`config.mk`:
```
export PLATFORM = sky130hd
export DESIGN_NAME = instr_mem_loader
export DESIGN_NICKNAME = d
export VERILOG_FILES = /design/src/rtl/instr_mem_loader.sv
export SDC_FILE = /design/constraint.sdc
export NUM_CORES = 1
export LEC_CHECK = 0
export ABC_AREA = 1
export CAP_MARGIN = 20
export CORE_ASPECT_RATIO = 0.8
export CORE_MARGIN = 1.5
export CORE_UTILIZATION = 30
export CTS_BUF_LIST = sky130_fd_sc_hd__clkbuf_4 sky130_fd_sc_hd__clkbuf_8
export CTS_CLUSTER_DIAMETER = 120
export DETAILED_ROUTE_END_ITERATION = 16
export GPL_ROUTABILITY_DRIVEN = 1
export PLACE_DENSITY_LB_ADDON = 0.05
export SYNTH_ARGS = -nofsm -noshare
export SYNTH_HDL_FRONTEND = slang
export SYNTH_SLANG_ARGS = --single-unit
```
`constraint.sdc`:
```
create_clock -name clk -period 1.7 [get_ports clk]
set_input_delay 0.34 -clock clk [delete_from_list [all_inputs] [get_ports clk]]
set_output_delay 0.34 -clock clk [all_outputs]
set_load 0.05 [all_outputs]
```
`src/rtl/instr_mem_loader.sv`:
```
// instr_mem_loader
//   Byte-stream boot loader that writes a framed program image into the
//   writable instruction RAM. It keeps the core in reset until a frame has
//   been loaded and its checksum has matched.
//
//   Frame layout: LEN_LO, LEN_HI (word count N), 4*N data bytes (each word
//   least-significant byte first), then CHK, the XOR of the data bytes.
//
// Ports
//   clk         clock, rising edge
//   rst_n       synchronous reset, active low
//   start       one-cycle load request (honoured in IDLE/DONE/ERR)
//   byte_valid  byte_data holds a valid byte
//   byte_data   stream byte
//   byte_ready  loader accepts a byte this cycle
//   mem_we      one-cycle instruction RAM write strobe
//   mem_addr    byte address of the write (word aligned)
//   mem_wdata   instruction word to write
//   cpu_rst_n   core reset, active low; high only in DONE
//   busy        high while receiving a frame (LEN0/LEN1/DATA/CHECK)
//   done        high in DONE
//   error       high in ERR
module instr_mem_loader #(
  parameter int unsigned WIDTH       = 32,
  parameter int unsigned DEPTH_WORDS = 64,
  parameter int unsigned BASE_ADDR   = 0
) (
  input  logic             clk,
  input  logic             rst_n,
  input  logic             start,
  input  logic             byte_valid,
  input  logic [7:0]       byte_data,
  output logic             byte_ready,
  output logic             mem_we,
  output logic [WIDTH-1:0] mem_addr,
  output logic [31:0]      mem_wdata,
  output logic             cpu_rst_n,
  output logic             busy,
  output logic             done,
  output logic             error
);

  // idx must be able to count up to DEPTH_WORDS itself.
  localparam int unsigned IDX_W = $clog2(DEPTH_WORDS + 1);

  typedef enum logic [2:0] {
    S_IDLE,
    S_LEN0,
    S_LEN1,
    S_DATA,
    S_CHECK,
    S_DONE,
    S_ERR
  } state_t;

  state_t             state_q, state_d;
  logic [15:0]        len_q, len_d;
  logic [IDX_W-1:0]   idx_q, idx_d;
  logic [1:0]         bcnt_q, bcnt_d;
  logic [31:0]        word_q, word_d;
  logic [7:0]         chk_q, chk_d;
  logic               mem_we_q, mem_we_d;
  logic [WIDTH-1:0]   mem_addr_q, mem_addr_d;
  logic [31:0]        mem_wdata_q, mem_wdata_d;
  logic               cpu_rst_n_q, cpu_rst_n_d;
  logic               receiving;
  logic               xfer;

  assign receiving  = (state_q == S_LEN0) || (state_q == S_LEN1) ||
                      (state_q == S_DATA) || (state_q == S_CHECK);
  assign byte_ready = receiving;
  assign busy       = receiving;
  assign done       = (state_q == S_DONE);
  assign error      = (state_q == S_ERR);
  assign xfer       = byte_valid && receiving;

  assign mem_we    = mem_we_q;
  assign mem_addr  = mem_addr_q;
  assign mem_wdata = mem_wdata_q;
  assign cpu_rst_n = cpu_rst_n_q;

  always_comb begin
    state_d     = state_q;
    len_d       = len_q;
    idx_d       = idx_q;
    bcnt_d      = bcnt_q;
    word_d      = word_q;
    chk_d       = chk_q;
    mem_we_d    = 1'b0;
    mem_addr_d  = mem_addr_q;
    mem_wdata_d = mem_wdata_q;

    case (state_q)
      S_IDLE, S_DONE, S_ERR: begin
        if (start) begin
          state_d = S_LEN0;
          idx_d   = '0;
          bcnt_d  = '0;
          chk_d   = '0;
        end
      end
      S_LEN0: begin
        if (xfer) begin
          len_d[7:0] = byte_data;
          state_d    = S_LEN1;
        end
      end
      S_LEN1: begin
        if (xfer) begin
          len_d[15:8] = byte_data;
          if ({byte_data, len_q[7:0]} > 16'(DEPTH_WORDS)) begin
            state_d = S_ERR;
          end else if ({byte_data, len_q[7:0]} == 16'd0) begin
            state_d = S_CHECK;
          end else begin
            state_d = S_DATA;
          end
        end
      end
      S_DATA: begin
        if (xfer) begin
          chk_d                  = chk_q ^ byte_data;
          word_d[8*bcnt_q +: 8]  = byte_data;
          bcnt_d                 = bcnt_q + 2'd1;
          if (bcnt_q == 2'd3) begin
            // Word complete: the write strobe appears in the following cycle.
            mem_we_d    = 1'b1;
            mem_addr_d  = WIDTH'(BASE_ADDR) + WIDTH'({idx_q, 2'b00});
            mem_wdata_d = word_d;
            idx_d       = idx_q + IDX_W'(1);
            if (16'(idx_q) + 16'd1 == len_q) begin
              state_d = S_CHECK;
            end
          end
        end
      end
      S_CHECK: begin
        if (xfer) begin
          state_d = (byte_data == chk_q) ? S_DONE : S_ERR;
        end
      end
      default: state_d = S_IDLE;
    endcase

    // Registered so the core leaves reset on the edge that enters DONE.
    cpu_rst_n_d = (state_d == S_DONE);
  end

  always_ff @(posedge clk) begin
    if (!rst_n) begin
      state_q     <= S_IDLE;
      len_q       <= '0;
      idx_q       <= '0;
      bcnt_q      <= '0;
      word_q      <= '0;
      chk_q       <= '0;
      mem_we_q    <= 1'b0;
      mem_addr_q  <= '0;
      mem_wdata_q <= '0;
      cpu_rst_n_q <= 1'b0;
    end else begin
      state_q     <= state_d;
      len_q       <= len_d;
      idx_q       <= idx_d;
      bcnt_q      <= bcnt_d;
      word_q      <= word_d;
      chk_q       <= chk_d;
      mem_we_q    <= mem_we_d;
      mem_addr_q  <= mem_addr_d;
      mem_wdata_q <= mem_wdata_d;
      cpu_rst_n_q <= cpu_rst_n_d;
    end
  end

endmodule

```
==> flow_summary_export.csv, run 1 <==
group,metric,value,unit
synth,synthTopCellsByArea,"dfxtp_1 (44%), a21oi_1 (10%), o21ai_0 (9.6%), nand2_1 (6.4%), buf_4 (4.2%)",
routing,drt_iter0_markers,242,
cells_and_area,seq_area,2193,um2
timing,hold-worst-slack,0.4058,ns
timing,final.setup.tns,-0.2693,ns
synth,ys_warn_count,0,
routing,first_pass_iters,5,
synth,synthCells,669,
global_route,overflow,0,
global_route,antenna_found_initial,0,
outcome,violations,"setup timing",
synth,ys_seq_area_share,43.55,%
setup_path,r2r-end,"mem_wdata[23]$_SDFFE_PN0P_",
timing,rsz0062_at_grt,"true",
timing,fin_crit,1.722,ns
floorplanning,io_pins,82,
synth,synth_top_area_share,43.55,%
synth,ys_ff_latch,109,
clock_tree,clock_path_buffers,2,
placed_design,postPlaceCellArea,6128,um2
timing,min_period_over_period,101.3,%
placed_design,dp_slack,-0.3145,ns
synth,syn_area,5011,um2
routing,wirelength,15180,um
placed_design,hpwlAfterDp,11130,um
placed_design,globalplace.congestion,0.8120,
routing,ant_nets,0,
floorplanning,die_w,147.5,um
floorplanning,start_util,30.47,%
timing,worst_slack,-0.02186,ns
global_route,grt_max_degree,65,
cells_and_area,n_fill_cell,1769,
timing,maxSlewViolCount,0,
power,power_density,889.4,nW/um2
floorplanning,die_area,17490,um2
outcome,status,"finished, violations left",
timing,setup_viol,25,
clock_tree,clk_latency,0.39,ns
global_route,grt_pass1_wl,23740,um
global_route,grt_pass1_vias,4466,
setup_path,r2r_start,"state_q[1]$_SDFF_PN0_",
clock_tree,cts_buffers,9,
cells_and_area,fin_area,6551,um2
min_path,hp-class,"input pin to register",
cells_and_area,synthToLayoutAreaGrowth,30.74,%
routing,vias,4889,
cells_and_area,n_antenna_cell,0,
routing,post_drt_wl_per_cell,15.13,um
clock_tree,cts-root-buf,"clkbuf_8",
synth,syn_avg_cell_area,7.490,um2
clock_tree,cts.sinks,109,
routing,drc_errors,0,
setup_path,crit_chain,"inv_2 -> nor3_4 -> nand2_2 -> buf_12 -> nor2_4 -> buf_4 -> clkbuf_16 -> a21oi_1",
power,irDropWorstVdd,0.3955,mV
setup_path,crit_fanout,23,
cells_and_area,post-route-util,39.83,%
cells_and_area,drive_above_1_share,24.27,%
setup_path,cp-start-kind,"register",
floorplanning,rows,42,
cells_and_area,layout_commonest_cell,"buf_4",
floorplanning,die_h,118.6,um
setup_path,critPathKind,"register to register",
timing,fmax,580.8,MHz
cells_and_area,multi_input_area,2504,um2
cells_and_area,fin_nets,799,
clock_tree,cts_tree,"done",
setup_path,slowest_delay,0.39,ns
flow_run,drv_cap,0,
routing,viasPerCell,4.874,
placed_design,port_buffers,56,
power,p_leak,2.804,nW
setup_path,rrSetupSlack,-0.02,ns
clock_tree,clk_transition_reported_paths,0.10,ns
global_route,grt.total_usage,17.34,%
timing,worst_clock_skew,0.01208,ns
cells_and_area,layout_common_cells,"buf_4 (108), dfxtp_1 (102), a21oi_1 (100)",
setup_path,slowest_stage,"dfxtp_2",
setup_path,critical_path_required,1.97,ns
setup_path,crit_start,"state_q[1]$_SDFF_PN0_",
setup_path,worstSetupEndpoint,"mem_wdata[23]$_SDFFE_PN0P_",
setup_path,worstPathArrival,1.99,ns
floorplanning,core-area,16450,um2
timing,final_hold_viol_count,0,
clock_tree,htree_levels,3,
setup_path,r2r_cells,8,
synth,synth.distinct_cells,33,
setup_path,cp-end-kind,"register",
synth,yosys.area.top_type,"dfxtp_1",
stage by stage:
| step | total power, mW | std cells |
|---|---|---|
| finish | 5.827 | 1003 |
| global route | 6.145 | 1003 |
| CTS | 5.742 | 996 |
| detailed placement | 4.281 | 982 |
| global placement | 4.268 | 982 |
| floorplan | 3.714 | 693 |
registers in the layout, summed over array words and instances, names as in the netlist:
| signal | count |
|---|---|
| chk_q | 8 |
| bcnt_q | 2 |
| idx_q | 7 |
| cpu_rst_n | 1 |
| mem_wdata | 32 |
| len_q | 16 |
| state_q | 3 |
| mem_we | 1 |
| mem_addr | 7 |
| word_q | 32 |
cells in the mapped netlist (all sizes together):
library cell	instances
dfxtp	109
o211ai	1
o21ai	100
xnor2	3
o211a	2
nand2	87
nand4	13
inv	58
clkbuf	18
ha	7
buf	40
clkinv	2
nor2	54
a22oi	23
a21oi	102
nand3b	1
a211oi	2
a32o	4
o32ai	1
a32oi	3
nor3	14
nand3	23
o22ai	1
conb	1
final cells by class:
cell class	count	area share (%)
timing repair buffer	134	18.11
multi-input combinational	466	38.22
clock buffer	10	2.005
inverter	60	3.591
sequential	109	33.48
clock inverter	4	0.4011
tap	220	4.202
layer usage:
| metal | global-route usage (%) | vias to the layer above | share of wire, % |
|---|---|---|---|
| met5 | 0 | - | 0 |
| met4 | 4.313 | 0 | 1.0 |
| met3 | 3.938 | 9 | 4.3 |
| met2 | 25.29 | 120 | 42 |
| met1 | 25.53 | 2295 | 52 |
| li1 | - | 2465 | - |
worst min path at each step:
stage                       endpoint                  start  depth (start not counted)  slack [ns]
5_1_grt        idx_q[0]$_SDFFE_PN0P_                  rst_n                          3        0.43
3_3_place_gp   chk_q[0]$_SDFFE_PN0P_  chk_q[0]$_SDFFE_PN0P_                          2        0.47
2_1_floorplan  chk_q[0]$_SDFFE_PN0P_  chk_q[0]$_SDFFE_PN0P_                          2        0.46
3_5_place_dp   chk_q[1]$_SDFFE_PN0P_  chk_q[1]$_SDFFE_PN0P_                          2        0.47
4_1_cts            mem_we$_SDFF_PN0_                  rst_n                          3        0.39
6_report           mem_we$_SDFF_PN0_                  rst_n                          3        0.41
repair_timing:
item | 4_1_cts | 5_1_grt
endpoints found under the setup margin | 24 | 73
gates resized for setup | 20 | 41
gates cloned | 0 | 1
pin swaps | 1 | 11
hold buffers | 0 | 0
setup buffers | 0 | 6
kinds of logic (layout without fill, tap and decap cells):
kind of cell,Yosys count,in the layout,synth area share [%]
DFF,109,109,43.55
buffers and inverters,118,208,11.26
adders and majority gates,7,7,1.748
xor gates and xnor gates,3,3,0.5244
and+or+nand+nor,192,192,16.50
AOI/OAI and AO/OA,239,239,26.34
other,1,25,0.07483
worst max-delay path, delay by kind of cell (launching register included):
kind                   cells  cell delay [ns]
AO/OA/AOI/OAI              1             0.07
buffers and inverters      4             0.58
flip-flops                 1             0.39
AND/OR/NAND/NOR            3             0.56
power breakdown:
part	switching (mW)	total (mW)	internal (mW)
Clock	0.883	1.42	0.535
Combinational	1.06	1.69	0.628
Sequential	0.0737	2.72	2.65
(Power assumes the default switching activity.)
==> run 2: changes to the inputs <==
- ABC_AREA: 1 -> default
- SETUP_SLACK_MARGIN: default -> 0.4
- clock period: 1.7 -> 1.8 ns (I/O delays scaled with it)
==> run 2 against run 1 <==
The run now ends clean. Largest cell class unchanged. Highest routed layer unchanged. Sequential share of layout area shrank 6.8 points. Clock-buffer cell count shrank 1. Total power grew 15%. Global-route usage grew 0.17 points. Critical path type unchanged. Wire length grew 6.5%.
==> flow_summary_export.csv, run 2 <==
group,metric,value,unit
placed_design,placed_cells,940,
setup_path,worstPathArrival,2.01,ns
global_route,grt_pass1_vias,4799,
timing,hold-worst-slack,0.4141,ns
synth,synth_xor_area_share,2.933,%
synth,synth_top_area_share,40.60,%
setup_path,crit_fanout,6,
clock_tree,postCtsHoldBufs,0,
global_route,grt_max_degree,62,
synth,ys_ff_latch,109,
cells_and_area,synthToLayoutAreaGrowth,54.42,%
floorplanning,core-area,17430,um2
clock_tree,cts_buffers,9,
setup_path,cp-end-kind,"register",
synth,synth_compound_area_share,24.98,%
clock_tree,cts.sinks,109,
synth,yosys.area.top_type,"dfxtp_1",
synth,muxShareOfSynthArea,0.2095,%
min_path,hp-class,"input pin to register",
routing,viasPerCell,4.814,
flow_run,drv_cap,0,
synth,post-synth-top-count-cell,"nand2_1",
timing,maxSlewViolCount,0,
global_route,overflow,0,
synth,synth_top_family_by_area,"compound AO/OA/AOI/OAI gates",
floorplanning,die_area,18730,um2
synth,async_flop_share,0,%
synth,synthCells,641,
floorplanning,die_w,152.7,um
routing,ant_nets,0,
timing,fin_crit,1.709,ns
synth,synthTopCellsByArea,"dfxtp_1 (41%), o211a_1 (12%), nand2_1 (9.6%), nor2b_1 (4.3%), buf_4 (3.9%)",
timing,min_period_over_period,94.92,%
cells_and_area,layout_commonest_cell,"buf_4",
clock_tree,cts_tree,"done",
timing,setup_viol,0,
placed_design,port_buffers,56,
synth,synth_edf_count,0,
synth,yosys.area_share.simple,21.95,%
global_route,antenna_found_initial,0,
floorplanning,rows,43,
synth,syn_avg_cell_area,8.386,um2
cells_and_area,drive_above_1_share,40.08,%
power,p_total,6.714,mW
setup_path,critPathKind,"register to register",
placed_design,hpwlAfterDp,10180,um
synth,synth-main-ff-cell,"dfxtp_1",
synth,synth-adder-area-share,1.629,%
clock_tree,clk_latency,0.39,ns
placed_design,globalplace.congestion,0.8130,
timing,worst_slack,0.09136,ns
timing,worst_clock_skew,0.007652,ns
setup_path,critical_path_required,2.10,ns
routing,drt_iter0_markers,169,
global_route,grt.total_usage,17.50,%
floorplanning,die_h,122.7,um
power,p_leak,4.019,nW
cells_and_area,fin_nets,795,
synth,ys_top_cells_by_count,"nand2_1 (138), dfxtp_1 (109), o211a_1 (64), a21oi_1 (38), nor2b_1 (37)",
timing,fmax,585.3,MHz
clock_tree,cts-root-buf,"clkbuf_8",
floorplanning,start_util,30.84,%
clock_tree,htree_levels,3,
clock_tree,clk_transition_reported_paths,0.11,ns
cells_and_area,instances_no_fill,1006,
timing,final.setup.tns,0,ns
cells_and_area,n_antenna_cell,0,
placed_design,dp_slack,-0.4174,ns
synth,ys_seq_area_share,40.60,%
routing,vias,4843,
power,irDropWorstVdd,0.4784,mV
synth,synth.distinct_cells,55,
timing,final_hold_viol_count,0,
synth,ys_warn_count,0,
power,power_density,808.9,nW/um2
routing,wirelength,16170,um
outcome,status,"finished clean",
clock_tree,clock_path_buffers,2,
synth,syn_area,5375,um2
timing,rsz0062_at_grt,"true",
global_route,grt_pass1_wl,25670,um
routing,first_pass_iters,4,
routing,drc_errors,0,
setup_path,cp-start-kind,"register",
floorplanning,io_pins,82,
cells_and_area,layout_common_cells,"buf_4 (106), nand2_1 (103), dfxtp_1 (97)",
routing,post_drt_wl_per_cell,16.07,um
-- run 2: final timing paths --
check	cells after the start	slack (ns)	start	endpoint
worst max register to register	11	0.09	bcnt_q[0]$_SDFFE_PN0P_	mem_wdata[26]$_SDFFE_PN0P_
worst min-delay path	2	0.41	rst_n	word_q[16]$_SDFFE_PN0P_
worst min register to register	2	0.47	len_q[9]$_SDFFE_PN0P_	len_q[9]$_SDFFE_PN0P_
worst max-delay path	11	0.09	bcnt_q[0]$_SDFFE_PN0P_	mem_wdata[26]$_SDFFE_PN0P_
-- run 2: stage by stage --
step                util, %  area (um2)
global placement      37.99        6623
floorplan                 -        5857
detailed placement    37.99        6623
CTS                   44.83        7815
finish                47.62        8300
global route          47.62        8300
-- run 2: area by class of cell --
| cell class | instances | area [um2] |
|---|---|---|
| Sequential cell | 109 | 2215 |
| Inverter | 5 | 33.78 |
| Tap cell | 225 | 281.5 |
| Multi-Input combinational cell | 478 | 3712 |
| Clock inverter | 7 | 97.59 |
| Clock buffer | 9 | 123.9 |
| Timing Repair Buffer | 173 | 1837 |
| Fill cell | 1688 | 9131 |
-- run 2: critical path, cell delays in order, from the launching register on --
cell     delay [ns]
dfxtp_4        0.38
ha_4           0.15
inv_4          0.05
buf_4          0.12
buf_6          0.10
buf_6          0.11
nor2_4         0.15
buf_6          0.13
buf_12         0.13
buf_4          0.11
nand2_1        0.05
o211a_1        0.12
-- run 2: power breakdown --
group,switching [mW],total [mW],internal [mW]
Combinational,1.23,2.37,1.14
Clock,0.903,1.70,0.792
Sequential,0.111,2.65,2.54
-- run 2: cell families after synthesis --
group | Yosys count
XOR/XNOR | 18
flip-flops | 109
AO/OA/AOI/OAI | 177
AND/OR/NAND/NOR | 250
buffers and inverters | 78
adder cells (fa/ha/maj) | 7
other | 1
multiplexers | 1
-- run 2: what timing repair did --
| action | 4_1_cts | 5_1_grt |
|---|---|---|
| buffers inserted | 34 | 6 |
| endpoints found under the setup margin | 112 | 112 |
| hold endpoints to repair | 0 | 0 |
| gates cloned | 6 | 4 |
| gates resized for setup | 143 | 85 |
| pin swaps | 58 | 43 |
-- run 2: routing by layer --
metal | up-vias | track usage [%] | wire [um]
li1 | 2431 | - | -
met1 | 2317 | 24.53 | 8358
met2 | 84 | 27.17 | 7124
met3 | 11 | 3.708 | 522
met4 | 0 | 4.928 | 163
met5 | - | 0 | 0
==> run 3: changes to the inputs <==
- CORE_MARGIN: 1.5 -> default
- HOLD_SLACK_MARGIN: default -> 0.03
==> run 3 against run 2 <==
Largest power group unchanged. Global-route usage increased by 1.4 points. Cell count increased by 0.70%. Register-to-register slack got worse by 0.03 ns. Clock power increased by 2%. Worst hold slack got worse by 0.055 ns. Critical path depth decreased by 2. Total power increased by 3.3%. Combinational power increased by 8%. Clock skew increased by 0.0084 ns.
==> flow_summary_export.csv, run 3 (synthesized netlist as in run 2, its figures left out) <==
group,metric,value,unit
clock_tree,cts-root-buf,"clkbuf_8",
floorplanning,die_h,121.7,um
placed_design,postPlaceCellArea,6608,um2
min_path,whs_endpoint,"state_q[1]$_SDFF_PN0_",
cells_and_area,fin_nets,802,
timing,hold-worst-slack,0.3586,ns
placed_design,hpwlAfterDp,10240,um
routing,ant_nets,0,
global_route,antenna_found_initial,0,
floorplanning,die_area,18460,um2
power,swShare,33.90,%
cells_and_area,drive_above_1_share,43.27,%
timing,fin_crit,1.736,ns
power,p_leak,4.202,nW
clock_tree,clk_transition_reported_paths,0.11,ns
floorplanning,rows,43,
clock_tree,cts_buffers,9,
global_route,grt_pass1_vias,4811,
timing,final_hold_viol_count,0,
power,p_comb_share,36.8,%
timing,maxSlewViolCount,0,
power,switchingPower,2.352,mW
timing,fmax,576.0,MHz
routing,drc_errors,0,
power,p_int,4.586,mW
floorplanning,core-area,17430,um2
routing,first_pass_iters,4,
placed_design,port_buffers,56,
setup_path,rrSetupSlack,0.06,ns
routing,viasPerCell,4.969,
routing,vias,5034,
timing,rsz0062_at_grt,"true",
timing,worst_clock_skew,0.01605,ns
flow_run,drv_cap,0,
floorplanning,die_w,151.7,um
global_route,grt_pass1_wl,26250,um
outcome,status,"finished clean",
power,pwr-share-clk,25.0,%
routing,post_drt_wl_per_cell,16.69,um
setup_path,critPathKind,"register to register",
clock_tree,cts_tree,"done",
setup_path,r2r_cells,9,
setup_path,worstPathArrival,2.04,ns
power,irDropWorstVdd,0.4250,mV
clock_tree,htree_levels,3,
setup_path,critical_path_required,2.10,ns
placed_design,globalplace.congestion,0.8195,
cells_and_area,layout_commonest_cell,"buf_4",
global_route,grt.total_usage,18.88,%
timing,worst_slack,0.06392,ns
clock_tree,cts.sinks,109,
power,power_density,809.5,nW/um2
timing,min_period_over_period,96.45,%
floorplanning,start_util,30.84,%
setup_path,crit_fanout,8,
setup_path,r2r-end,"mem_wdata[25]$_SDFFE_PN0P_",
setup_path,cp-start-kind,"register",
routing,wirelength,16900,um
placed_design,dp_slack,-0.4109,ns
cells_and_area,n_antenna_cell,0,
clock_tree,clock_path_buffers,2,
min_path,hp-class,"input pin to register",
clock_tree,clk_latency,0.41,ns
timing,setup_viol,0,
min_path,min_from,"rst_n",
floorplanning,io_pins,82,
cells_and_area,fin_area,8571,um2
min_path,min_path_cells,2,
global_route,grt_max_degree,58,
cells_and_area,synthToLayoutAreaGrowth,59.45,%
routing,drt_iter0_markers,236,
setup_path,r2r_start,"state_q[0]$_SDFF_PN0_",
setup_path,cp-end-kind,"register",
cells_and_area,layout_common_cells,"buf_4 (105), dfxtp_1 (100), nand2_1 (89)",
global_route,overflow,0,
power,p_seq_share,38.2,%
==> run 3: changes by cell type in the layout (fill, tap and decap cells not counted), moves of 4 or more <==
cell and change:
a21boi_0 -7, nand2_1 -14, nand2_2 +7, buf_16 +4, a21oi_2 +4, a21boi_2 +10, a21oi_4 -5, nand2_4 +7
buf_12 +7, buf_6 -4
==> run 3: layer usage <==
layer / GRT usage, % / wire length, um / up-vias
li1: - / - / 2448
met1: 26.09 / 8241 / 2450
met2: 29.12 / 7710 / 119
met3: 4.120 / 750 / 17
met4: 5.817 / 200 / 0
met5: 0 / 0 / -
==> run 3: what timing repair did <==
| action | CTS | global route |
|---|---|---|
| gates resized for setup | 146 | 118 |
| gates cloned | 13 | 1 |
| pin swaps | 47 | 54 |
| hold buffers | 0 | 0 |
| buffers inserted | 32 | 13 |
| setup endpoints to repair | 113 | 113 |
==> run 3: through the flow <==
stage          util [%]  TNS [ns]  power, mW  instances
6_report          49.17         0      6.938       1013
5_1_grt           49.17         0      7.272       1013
4_1_cts           45.55         0      6.685        999
3_5_place_dp      37.91    -8.101      4.391        938
3_3_place_gp      37.91    -7.118      4.383        938
2_1_floorplan         -  -0.01433      3.944        665
==> run 3: power by group through the flow <==
stage	clock, mW	combinational, mW	sequential [mW]
after floorplan	0	1.26	2.68
after global placement	0	1.67	2.71
after detailed placement	0	1.68	2.72
after CTS	1.79	2.26	2.64
after global routing	1.89	2.72	2.66
final	1.74	2.55	2.65
==> run 3: cell type report <==
class | instances | area, um2
clock buffer | 10 | 137.6
clock inverter | 6 | 93.84
fill | 1602 | 8861
inverter | 5 | 28.78
multi-input combinational | 479 | 3796
sequential | 109 | 2208
tap | 225 | 281.5
timing repair buffer | 179 | 2024
==> run 3: worst max-delay path by stage <==
stage                               start                          to  cells past startpoint
finish              state_q[0]$_SDFF_PN0_  mem_wdata[25]$_SDFFE_PN0P_                      9
global route                 byte_data[0]       state_q[1]$_SDFF_PN0_                      7
CTS                 state_q[0]$_SDFF_PN0_                  byte_ready                      4
detailed placement             byte_valid       state_q[1]$_SDFF_PN0_                      6
global placement               byte_valid       state_q[1]$_SDFF_PN0_                      6
floorplan           state_q[0]$_SDFF_PN0_       state_q[1]$_SDFF_PN0_                      7
==> run 3: critical path, cell delays in order (launching register included) <==
cell and delay [ns]:
dfxtp_4 0.37, buf_4 0.15, and3b_2 0.23, nand2_4 0.10
nor2_4 0.05, buf_12 0.13, buf_12 0.13, buf_16 0.14
buf_4 0.13, o211a_1 0.19
